**src/rtl/lsu_pkg.sv**
```systemverilog
// lsu_pkg: access-size encodings, FSM state type and alignment helper
// shared by mem_initiator and lsu_align.
package lsu_pkg;

  localparam logic [1:0] SIZE_BYTE = 2'b00;
  localparam logic [1:0] SIZE_HALF = 2'b01;
  localparam logic [1:0] SIZE_WORD = 2'b10;

  typedef enum logic [2:0] {
    IDLE,
    RD_REQ,
    RD_WAIT,
    WR_REQ,
    WR_WAIT,
    RESP
  } state_t;

  // A half needs an even byte offset, a word (or the 11 encoding) a zero offset.
  function automatic logic is_misaligned(input logic [1:0] size, input logic [1:0] offset);
    case (size)
      SIZE_BYTE: is_misaligned = 1'b0;
      SIZE_HALF: is_misaligned = offset[0];
      SIZE_WORD: is_misaligned = (offset != 2'b00);
      default:   is_misaligned = (offset != 2'b00);
    endcase
  endfunction

endpackage

```
**src/rtl/lsu_align.sv**
```systemverilog
// lsu_align: combinational byte-lane steering for stores and
// lane extraction plus sign/zero extension for loads.
module lsu_align
  import lsu_pkg::*;
(
  input  logic [1:0]  st_size,
  input  logic [1:0]  st_offset,
  input  logic [31:0] st_wdata,
  output logic [31:0] lane_wdata,
  output logic [3:0]  lane_wmask,
  input  logic [1:0]  ld_size,
  input  logic [1:0]  ld_offset,
  input  logic        ld_unsigned,
  input  logic [31:0] ld_rdata,
  output logic [31:0] load_data
);

  logic [7:0]  byte_sel;
  logic [15:0] half_sel;

  // Replicate store data across all lanes and strobe only the addressed ones;
  // a misaligned half falls back to the half selected by offset bit 1.
  always_comb begin
    lane_wdata = st_wdata;
    lane_wmask = 4'b1111;
    case (st_size)
      SIZE_BYTE: begin
        lane_wdata = {4{st_wdata[7:0]}};
        lane_wmask = 4'b0001 << st_offset;
      end
      SIZE_HALF: begin
        lane_wdata = {2{st_wdata[15:0]}};
        lane_wmask = 4'b0011 << {st_offset[1], 1'b0};
      end
      SIZE_WORD: begin
        lane_wdata = st_wdata;
        lane_wmask = 4'b1111;
      end
      default: begin
        lane_wdata = st_wdata;
        lane_wmask = 4'b1111;
      end
    endcase
  end

  // Pick the addressed byte/half out of the bus word and extend it to 32 bits.
  always_comb begin
    byte_sel  = ld_rdata[{ld_offset, 3'b000} +: 8];
    half_sel  = ld_rdata[{ld_offset[1], 4'b0000} +: 16];
    load_data = ld_rdata;
    case (ld_size)
      SIZE_BYTE: load_data = ld_unsigned ? {24'b0, byte_sel} : {{24{byte_sel[7]}}, byte_sel};
      SIZE_HALF: load_data = ld_unsigned ? {16'b0, half_sel} : {{16{half_sel[15]}}, half_sel};
      default:   load_data = ld_rdata;
    endcase
  end

endmodule

```
**src/rtl/mem_initiator.sv**
```systemverilog
// mem_initiator: single-outstanding load/store bus initiator.
// Optional LSU_MISALIGN_TRAP_EN: misaligned half/word requests are answered
// with an error response and never reach the bus.
module mem_initiator
  import lsu_pkg::*;
#(
  parameter int unsigned TIMEOUT_CYCLES = 0
) (
  input  logic        clk,
  input  logic        reset,
  input  logic        req_valid,
  output logic        req_ready,
  input  logic        req_we,
  input  logic [31:0] req_addr,
  input  logic [1:0]  req_size,
  input  logic        req_unsigned,
  input  logic [31:0] req_wdata,
  output logic        resp_valid,
  output logic [31:0] resp_rdata,
  output logic        resp_err,
  output logic [31:0] mem_addr,
  output logic [31:0] mem_wdata,
  output logic [3:0]  mem_wmask,
  output logic        mem_rstrb,
  input  logic [31:0] mem_rdata,
  input  logic        mem_rbusy,
  input  logic        mem_wbusy
);

  state_t      state, state_d;
  logic [31:0] addr_q, wdata_q, rdata_q, wait_cnt;
  logic [3:0]  wmask_q;
  logic [1:0]  size_q, off_q;
  logic        uns_q, err_q;
  logic        trap, timeout_hit, in_wait;
  logic [31:0] lane_wdata, load_data;
  logic [3:0]  lane_wmask;

`ifdef LSU_MISALIGN_TRAP_EN
  assign trap = is_misaligned(req_size, req_addr[1:0]);
`else
  assign trap = 1'b0;
`endif

  assign in_wait     = (state == RD_WAIT) || (state == WR_WAIT);
  assign timeout_hit = (TIMEOUT_CYCLES != 0) && (wait_cnt == TIMEOUT_CYCLES - 1);

  lsu_align u_align (
    .st_size     (req_size),
    .st_offset   (req_addr[1:0]),
    .st_wdata    (req_wdata),
    .lane_wdata  (lane_wdata),
    .lane_wmask  (lane_wmask),
    .ld_size     (size_q),
    .ld_offset   (off_q),
    .ld_unsigned (uns_q),
    .ld_rdata    (mem_rdata),
    .load_data   (load_data)
  );

  // State register.
  always_ff @(posedge clk or posedge reset) begin
    if (reset) state <= IDLE;
    else       state <= state_d;
  end

  // Next-state logic; a request is only looked at in IDLE.
  always_comb begin
    state_d = state;
    case (state)
      IDLE: begin
        if (req_valid) begin
          if (trap)        state_d = RESP;
          else if (req_we) state_d = WR_REQ;
          else             state_d = RD_REQ;
        end
      end
      RD_REQ:  state_d = RD_WAIT;
      WR_REQ:  state_d = WR_WAIT;
      RD_WAIT: if (!mem_rbusy || timeout_hit) state_d = RESP;
      WR_WAIT: if (!mem_wbusy || timeout_hit) state_d = RESP;
      RESP:    state_d = IDLE;
      default: state_d = IDLE;
    endcase
  end

  // Counts cycles spent in the current wait state; cleared whenever it is left.
  always_ff @(posedge clk or posedge reset) begin
    if (reset)                          wait_cnt <= '0;
    else if (in_wait && state_d == state) wait_cnt <= wait_cnt + 32'd1;
    else                                wait_cnt <= '0;
  end

  // Request capture on accept, load data capture on responder completion,
  // and error flagging for traps and timeouts.
  always_ff @(posedge clk or posedge reset) begin
    if (reset) begin
      addr_q  <= '0;
      wdata_q <= '0;
      wmask_q <= '0;
      size_q  <= '0;
      off_q   <= '0;
      uns_q   <= 1'b0;
      err_q   <= 1'b0;
      rdata_q <= '0;
    end else begin
      case (state)
        IDLE: begin
          if (req_valid) begin
            rdata_q <= '0;
            err_q   <= trap;
            if (!trap) begin
              addr_q  <= {req_addr[31:2], 2'b00};
              wdata_q <= lane_wdata;
              wmask_q <= lane_wmask;
              size_q  <= req_size;
              off_q   <= req_addr[1:0];
              uns_q   <= req_unsigned;
            end
          end
        end
        RD_WAIT: begin
          if (!mem_rbusy)       rdata_q <= load_data;
          else if (timeout_hit) err_q   <= 1'b1;
        end
        WR_WAIT: begin
          if (mem_wbusy && timeout_hit) err_q <= 1'b1;
        end
        default: ;
      endcase
    end
  end

  assign req_ready  = (state == IDLE);
  assign mem_rstrb  = (state == RD_REQ);
  assign mem_wmask  = (state == WR_REQ) ? wmask_q : 4'b0000;
  assign resp_valid = (state == RESP);
  assign resp_err   = (state == RESP) && err_q;
  assign resp_rdata = rdata_q;
  assign mem_addr   = addr_q;
  assign mem_wdata  = wdata_q;

endmodule
```
**config.mk**
```make
export PLATFORM = sky130hd
export DESIGN_NAME = mem_initiator
export DESIGN_NICKNAME = d
export VERILOG_FILES = /design/src/rtl/lsu_pkg.sv /design/src/rtl/lsu_align.sv /design/src/rtl/mem_initiator.sv
export SDC_FILE = /design/constraint.sdc
export NUM_CORES = 1
export LEC_CHECK = 0
export ABC_AREA = 1
export CAP_MARGIN = 20
export CORE_ASPECT_RATIO = 1.5
export CORE_UTILIZATION = 47
export CTS_CLUSTER_DIAMETER = 100
export CTS_CLUSTER_SIZE = 30
export DETAILED_ROUTE_END_ITERATION = 16
export GPL_ROUTABILITY_DRIVEN = 0
export PLACE_DENSITY = 0.86
export REMOVE_ABC_BUFFERS = 1
export SYNTH_ARGS = -nofsm -noshare
export SYNTH_HDL_FRONTEND = slang
export SYNTH_SLANG_ARGS = --single-unit
```
**constraint.sdc**
```tcl
create_clock -name clk -period 11.2 [get_ports clk]
set_input_delay 2.8 -clock clk [delete_from_list [all_inputs] [get_ports clk]]
set_output_delay 2.8 -clock clk [all_outputs]
set_load 0.01 [all_outputs]
```
Word-level counts from Yosys, hierarchy flattened
Cells that the tools add are included.
W data, S select, Z words.
{"block": "op_classes", "reduce_logical": 7, "n_lt_le_gt_ge": 0, "bitwise_logic": 0, "n_mul": 0, "shifts": 4, "n_div": 0, "mux": 14, "n_eq_ne": 10, "addsub": 0}
{"cell": "$pmux W32 S2", "count": 3}
{"cell": "$mux W32", "count": 4}
{"cell": "$shiftx A32 B6 Y16", "count": 1}
{"cell": "$shiftx A32 B6 Y8", "count": 1}
{"cell": "$pmux W3 S5", "count": 1}
{"cell": "$mux W3", "count": 3}
{"cell": "$pmux W4 S2", "count": 1}
{"cell": "$eq A3 B2 Y1 const B", "count": 2}
{"cell": "$eq A3 B3 Y1 const B", "count": 2}
{"cell": "$ne A2 B2 Y1 const B", "count": 3}
{"cell": "$reduce_and A3 Y1", "count": 2}
{"cell": "$eq A2 B1 Y1 const B", "count": 2}
{"cell": "$logic_not A2 Y1", "count": 2}
{"cell": "$mux W4", "count": 1}
{"cell": "$shl A1 B2 Y4 const A", "count": 1}
{"cell": "$shl A2 B2 Y4 const A", "count": 1}
{"cell": "$eq A3 B1 Y1 const B", "count": 1}
{"cell": "$logic_not A3 Y1", "count": 1}
{"cell": "$mux W2", "count": 1}
{"cell": "$reduce_and A2 Y1", "count": 1}
{"cell": "$reduce_bool A2 Y1", "count": 1}
{"block": "word_totals", "ramBits": 0, "out_inout_bits": 104, "ff_bits": 106, "rom_bits": 0, "latch_bits": 0, "n_memories": 0, "word_cells": 43}

Logic depth before layout (Yosys ltp)
{"block": "depth", "depth_word": 5, "ltp_mapped": 11}

Modules after synthesis
From an unflattened synthesis, not the netlist that was laid out.
{"block": "unflattened", "cells_unflattened": 736, "area_unflattened_um2": 5569.1}
{"module": "mem_initiator", "cells_per_inst": 485, "area_per_inst_um2": 4331.7, "seq_area_each_um2": 2652.5, "instances": 1}
{"module": "lsu_align", "cells_per_inst": 251, "area_per_inst_um2": 1237.4, "seq_area_each_um2": 0.0, "instances": 1}

Worst setup path before layout
No wires, ideal clock.
{"block": "synth_timing", "path_kind": "reg2out", "startpoint": "register state[1]", "endpoint": "output mem_rstrb", "n_path_buf": 1, "path_stages_with_launch": 3, "arrival_time_ps": 907, "required_time_ps": 8400, "path_slack_ps": 7493, "cell_sequence": "dfrtp_1 > buf_6 > nor3_1"}
{"block": "synth_via", "elab_chain_len": 1}
{"element": "start, declared", "line_no": "mem_initiator.sv:30", "text": "state_t state, state_d;"}
{"element": "start signal, assigned", "line_no": "mem_initiator.sv:64", "text": "else state <= state_d;"}
{"element": "$eq A3 B1 Y1", "line_no": "mem_initiator.sv:135", "text": "assign mem_rstrb = (state == RD_REQ);"}
{"element": "end, declared", "line_no": "mem_initiator.sv:24", "text": "output logic mem_rstrb,"}
Every way passes these cells.

Final worst setup path
{"block": "layout_timing", "startpoint": "input req_valid", "endpoint": "register wmask_q[3]"}
{"block": "layout_via", "elab_chain_len": 1}
{"element": "start, declared", "line_no": "mem_initiator.sv:11", "text": "input logic req_valid,"}
{"element": "$reduce_and A2 Y1 (no source line)"}
{"element": "end signal, assigned", "line_no": "mem_initiator.sv:115", "text": "wmask_q <= lane_wmask;"}
{"element": "end, declared", "line_no": "mem_initiator.sv:32", "text": "logic [3:0] wmask_q;"}
Every way passes these cells.
A chain may end at the register's enable or synchronous reset.

==> impl_results.md <==
* Run status: complete, no violations
* Xor-xnor portion of the synthesized cell area at 0%
* Number of hold violations in the final report at 0
* Number of placement rows at 46
* Effective utilization at floorplan at between 40% and 50%
* Number of stages on the worst hold path at 2
* Origin of the critical flop-to-flop path: state[1]
* Number of port buffers at 205
* Critical Path Source Type: input pin
* Family of cells with the greatest summed delay on the critical path: buffers and inverters
* Main combinational cell family by area after synthesis: simple AND/OR/NAND/NOR gates
* Clock Pin Slew Worst Setup and Hold Paths at 0.07 ns
* Dominant cell type by area after synthesis: sky130_fd_sc_hd__dfrtp_1
* Gr usage total at 26.83%
* Final antenna diode count at 0
* Max-Slew Margin vs Limit at just over 40%
* Net total in the final layout at 922
* Crit path cell chain: clkdlybuf4s50_1 > nand2_2 > buf_4 > inv_2 > nand2_1 > o211ai_1
* Cell chosen for the clock root: sky130_fd_sc_hd__clkbuf_16
* Die H at about 130 um
* Count of vias placed by the detailed router at roughly 5100
* Data required, critical path at 11.39 ns
* Setup Crit Path Kind: in -> reg
* Post-Synth Adder-Cell Area at 0%
* IR drop worst, VDD at 0.0001491 V
* Transition at the pin with the smallest max-transition slack at 0.8885 ns
* Sequential-to-total area share from yosys stat at between 50% and 60%
* Synth Flop Type: sky130_fd_sc_hd__dfrtp_1
* Maximum clock path buffer count at 2
* PwrDens at between 200 and 300 nW/um^2
* Setup slack on the worst flop-to-flop path at 8.65 ns
* TritonCTS clock tree: done
* Final critical path time including I/O delays and setup at 4.781 ns
* Top cells by instance count after synthesis: sky130_fd_sc_hd__nand2_1, sky130_fd_sc_hd__dfrtp_1, sky130_fd_sc_hd__o21ai_0, sky130_fd_sc_hd__a21oi_1, sky130_fd_sc_hd__inv_1
* Endpoint type of the worst setup path: flop
* Die width at 87.72 um
* First-pass GRT wire length at 23600 um
* Area delta synth->final at 44.49%
* Unrepaired setup endpoints after global routing: false
* Critical path arrival at ~5 ns
* Final setup violation count at 0
* Post-Place Worst Slack at 6.091 ns
* Maximum fanout count along the critical path at 87
* Ranking of synthesized cells by area: sky130_fd_sc_hd__dfrtp_1, sky130_fd_sc_hd__nand2_1, sky130_fd_sc_hd__o21ai_0
* Area used by multi-input combinational logic at ~2100 um^2
* Post-synthesis sequential element count at 106
* Final TNS setup at 0 ns
* Cell Area, Synth at 5180 um^2
* # resized after CTS at 0
* Basic-gate share of the synthesized area counting and, or, nand and nor cells at 28.77%
* Avg Inst Size Synth at 8.196 um^2
* Layout fillers at 818
* Synth cell types at 37
* Share of layout cells above drive strength 1 at 7.421%
* Number of H-tree branching levels at 3
* Fraction of synthesized area in multiplexers at 0%
* Synth Instances at 632
* Max capacitance violation total at 0
* Count of flip-flops with a built-in enable after synthesis at 0
* FF-to-FF End: wmask_q[3]
* Detailed-route DRC error count at 0
* Number of vias per cell at 5.247
* Worst Clk Skew at ~0.0080 ns
* Ratio of final minimum period to clock period at 42.69%
* Worst min-delay path category: reg -> reg
* CP max-delay cell: sky130_fd_sc_hd__buf_4
* Synth Warn # at 0
* Seq. cell area at 2653 um^2
* Routed length per instance at 15.40 um
* P_leak at about 3.6 nW
* Std-Cell Core Area at ~11000 um^2
* Proportion of synthesized flip-flops having asynchronous set or reset at 100.0%
* Clock buffers created by TritonCTS at 9
* Worst Reg-to-Reg Cells at 6
* Maximum number of pins on one net before global-route repair at just under 90
* Fraction of post-synthesis cell area in the top cell type by area at 51.21%
* Number of max-slew violations in the final report at 0
* Synth Area in Compound Gates at 12.10%
* DR pass1 iterations at 5
* Post-route setup slack at approximately 6.4 ns
* Number of buffer and inverter stages on the critical path at 3
* DRT antenna net count at 0
* Iter 0 DRT Violations at 226
* CTS Sinks at 106
* Antenna violations before repair at 0
* Vias in the first global route at 4995
* Final routed wirelength across all metal layers at between 10000 and 15000 um
* Worst skew pair latency at 0.34 ns
* Worst Min Path Start: mem_wdata[15]
* Count leader, synth: sky130_fd_sc_hd__nand2_1
* Number of ports placed on the die boundary at 209
* Number of buffers inserted by hold repair at cts at 0
* Remaining global-route overflow at 0
* HPWL after DPL at between 10000 and 15000 um
* Fmax at 209.1 MHz
* Setup Buffers After CTS at 0
* Die footprint at 11450 um^2
* Stage delay of the slowest cell on the critical path at 0.61 ns
* Worst hold endpoint: mem_wdata[15]
[worst min-delay path, stage by stage, from the launching register on]
cell                      delay (ns)
sky130_fd_sc_hd__dfrtp_1        0.34
sky130_fd_sc_hd__nand2_1        0.05
sky130_fd_sc_hd__o21ai_0        0.05
[power by group]
part           internal [W]  switching, W  leakage (nW)
registers          0.000545      0.000114          1.34
logic              0.000447      0.000481          2.11
clock network      0.000150      0.000139         0.135
total               0.00114      0.000734          3.59
[metal layers]
layer  track usage (%)  vias up  routed length (um)
met3             7.098       33                1277
met4             12.15        0                 419
met5                 0        -                   0
met1             30.45     2381                5394
met2             46.79      272                7782
li1                  -     2383                   -
[registers in the layout, indices dropped and copies added (netlist names)]
| name | flops |
|---|---|
| mem_wdata | 32 |
| resp_rdata | 32 |
| mem_addr | 30 |
| wmask_q | 4 |
| state | 3 |
| off_q | 2 |
| size_q | 2 |
| uns_q | 1 |
[layout by cell type, fill, tap and decap left out, drive strengths merged, types with 2 or more instances in the layout]
cell type        n
clkinv           7
buf              4
clkbuf           9
nor2            12
nand2          274
conb             3
clkdlybuf4s50  205
inv             39
o21ai           57
a22o             8
o211ai           2
or2              9
nand3           40
a21oi           32
a2bb2oi          8
nor3             3
dfrtp          106
[cells by family after synthesis]
family                 after synthesis
AOI/OAI and AO/OA                  110
other                                1
and+or+nand+nor                    338
buffers and inverters               77
DFF                                106
[metrics by stage]
stage | util (%) | std cells | area, um^2 | hold slack, ns | total power [W]
floorplan | - | 597 | 4942 | 0.4700 | 0.001114
global placement | 67.61 | 949 | 7199 | 0.4625 | 0.001548
detailed placement | 67.61 | 949 | 7199 | 0.4657 | 0.001582
CTS | 70.15 | 965 | 7470 | 0.4852 | 0.001879
global route | 70.29 | 966 | 7485 | 0.5006 | 0.002011
finish | 70.29 | 966 | 7485 | 0.4825 | 0.001877
[how the worst max path moves through the flow]
| stage | from | endpoint | cells after the start |
|---|---|---|---|
| after floorplan | reset | mem_addr[10] | 1 |
| after global placement | req_valid | wmask_q[3] | 6 |
| after detailed placement | req_valid | wmask_q[3] | 6 |
| after CTS | state[1] | mem_wmask[1] | 3 |
| after global routing | req_valid | wmask_q[3] | 6 |
| final | req_valid | wmask_q[3] | 6 |
[final cells by class]
| class | instances | area share [%] |
|---|---|---|
| inverters | 40 | 2.190 |
| clock buffers | 9 | 3.009 |
| multi-input cells | 451 | 28.44 |
| flip-flops and latches | 106 | 35.44 |
| well taps | 144 | 2.407 |
| repair buffers | 209 | 27.92 |
| clock inverters | 7 | 0.6018 |
(Power assumes the default switching activity.)
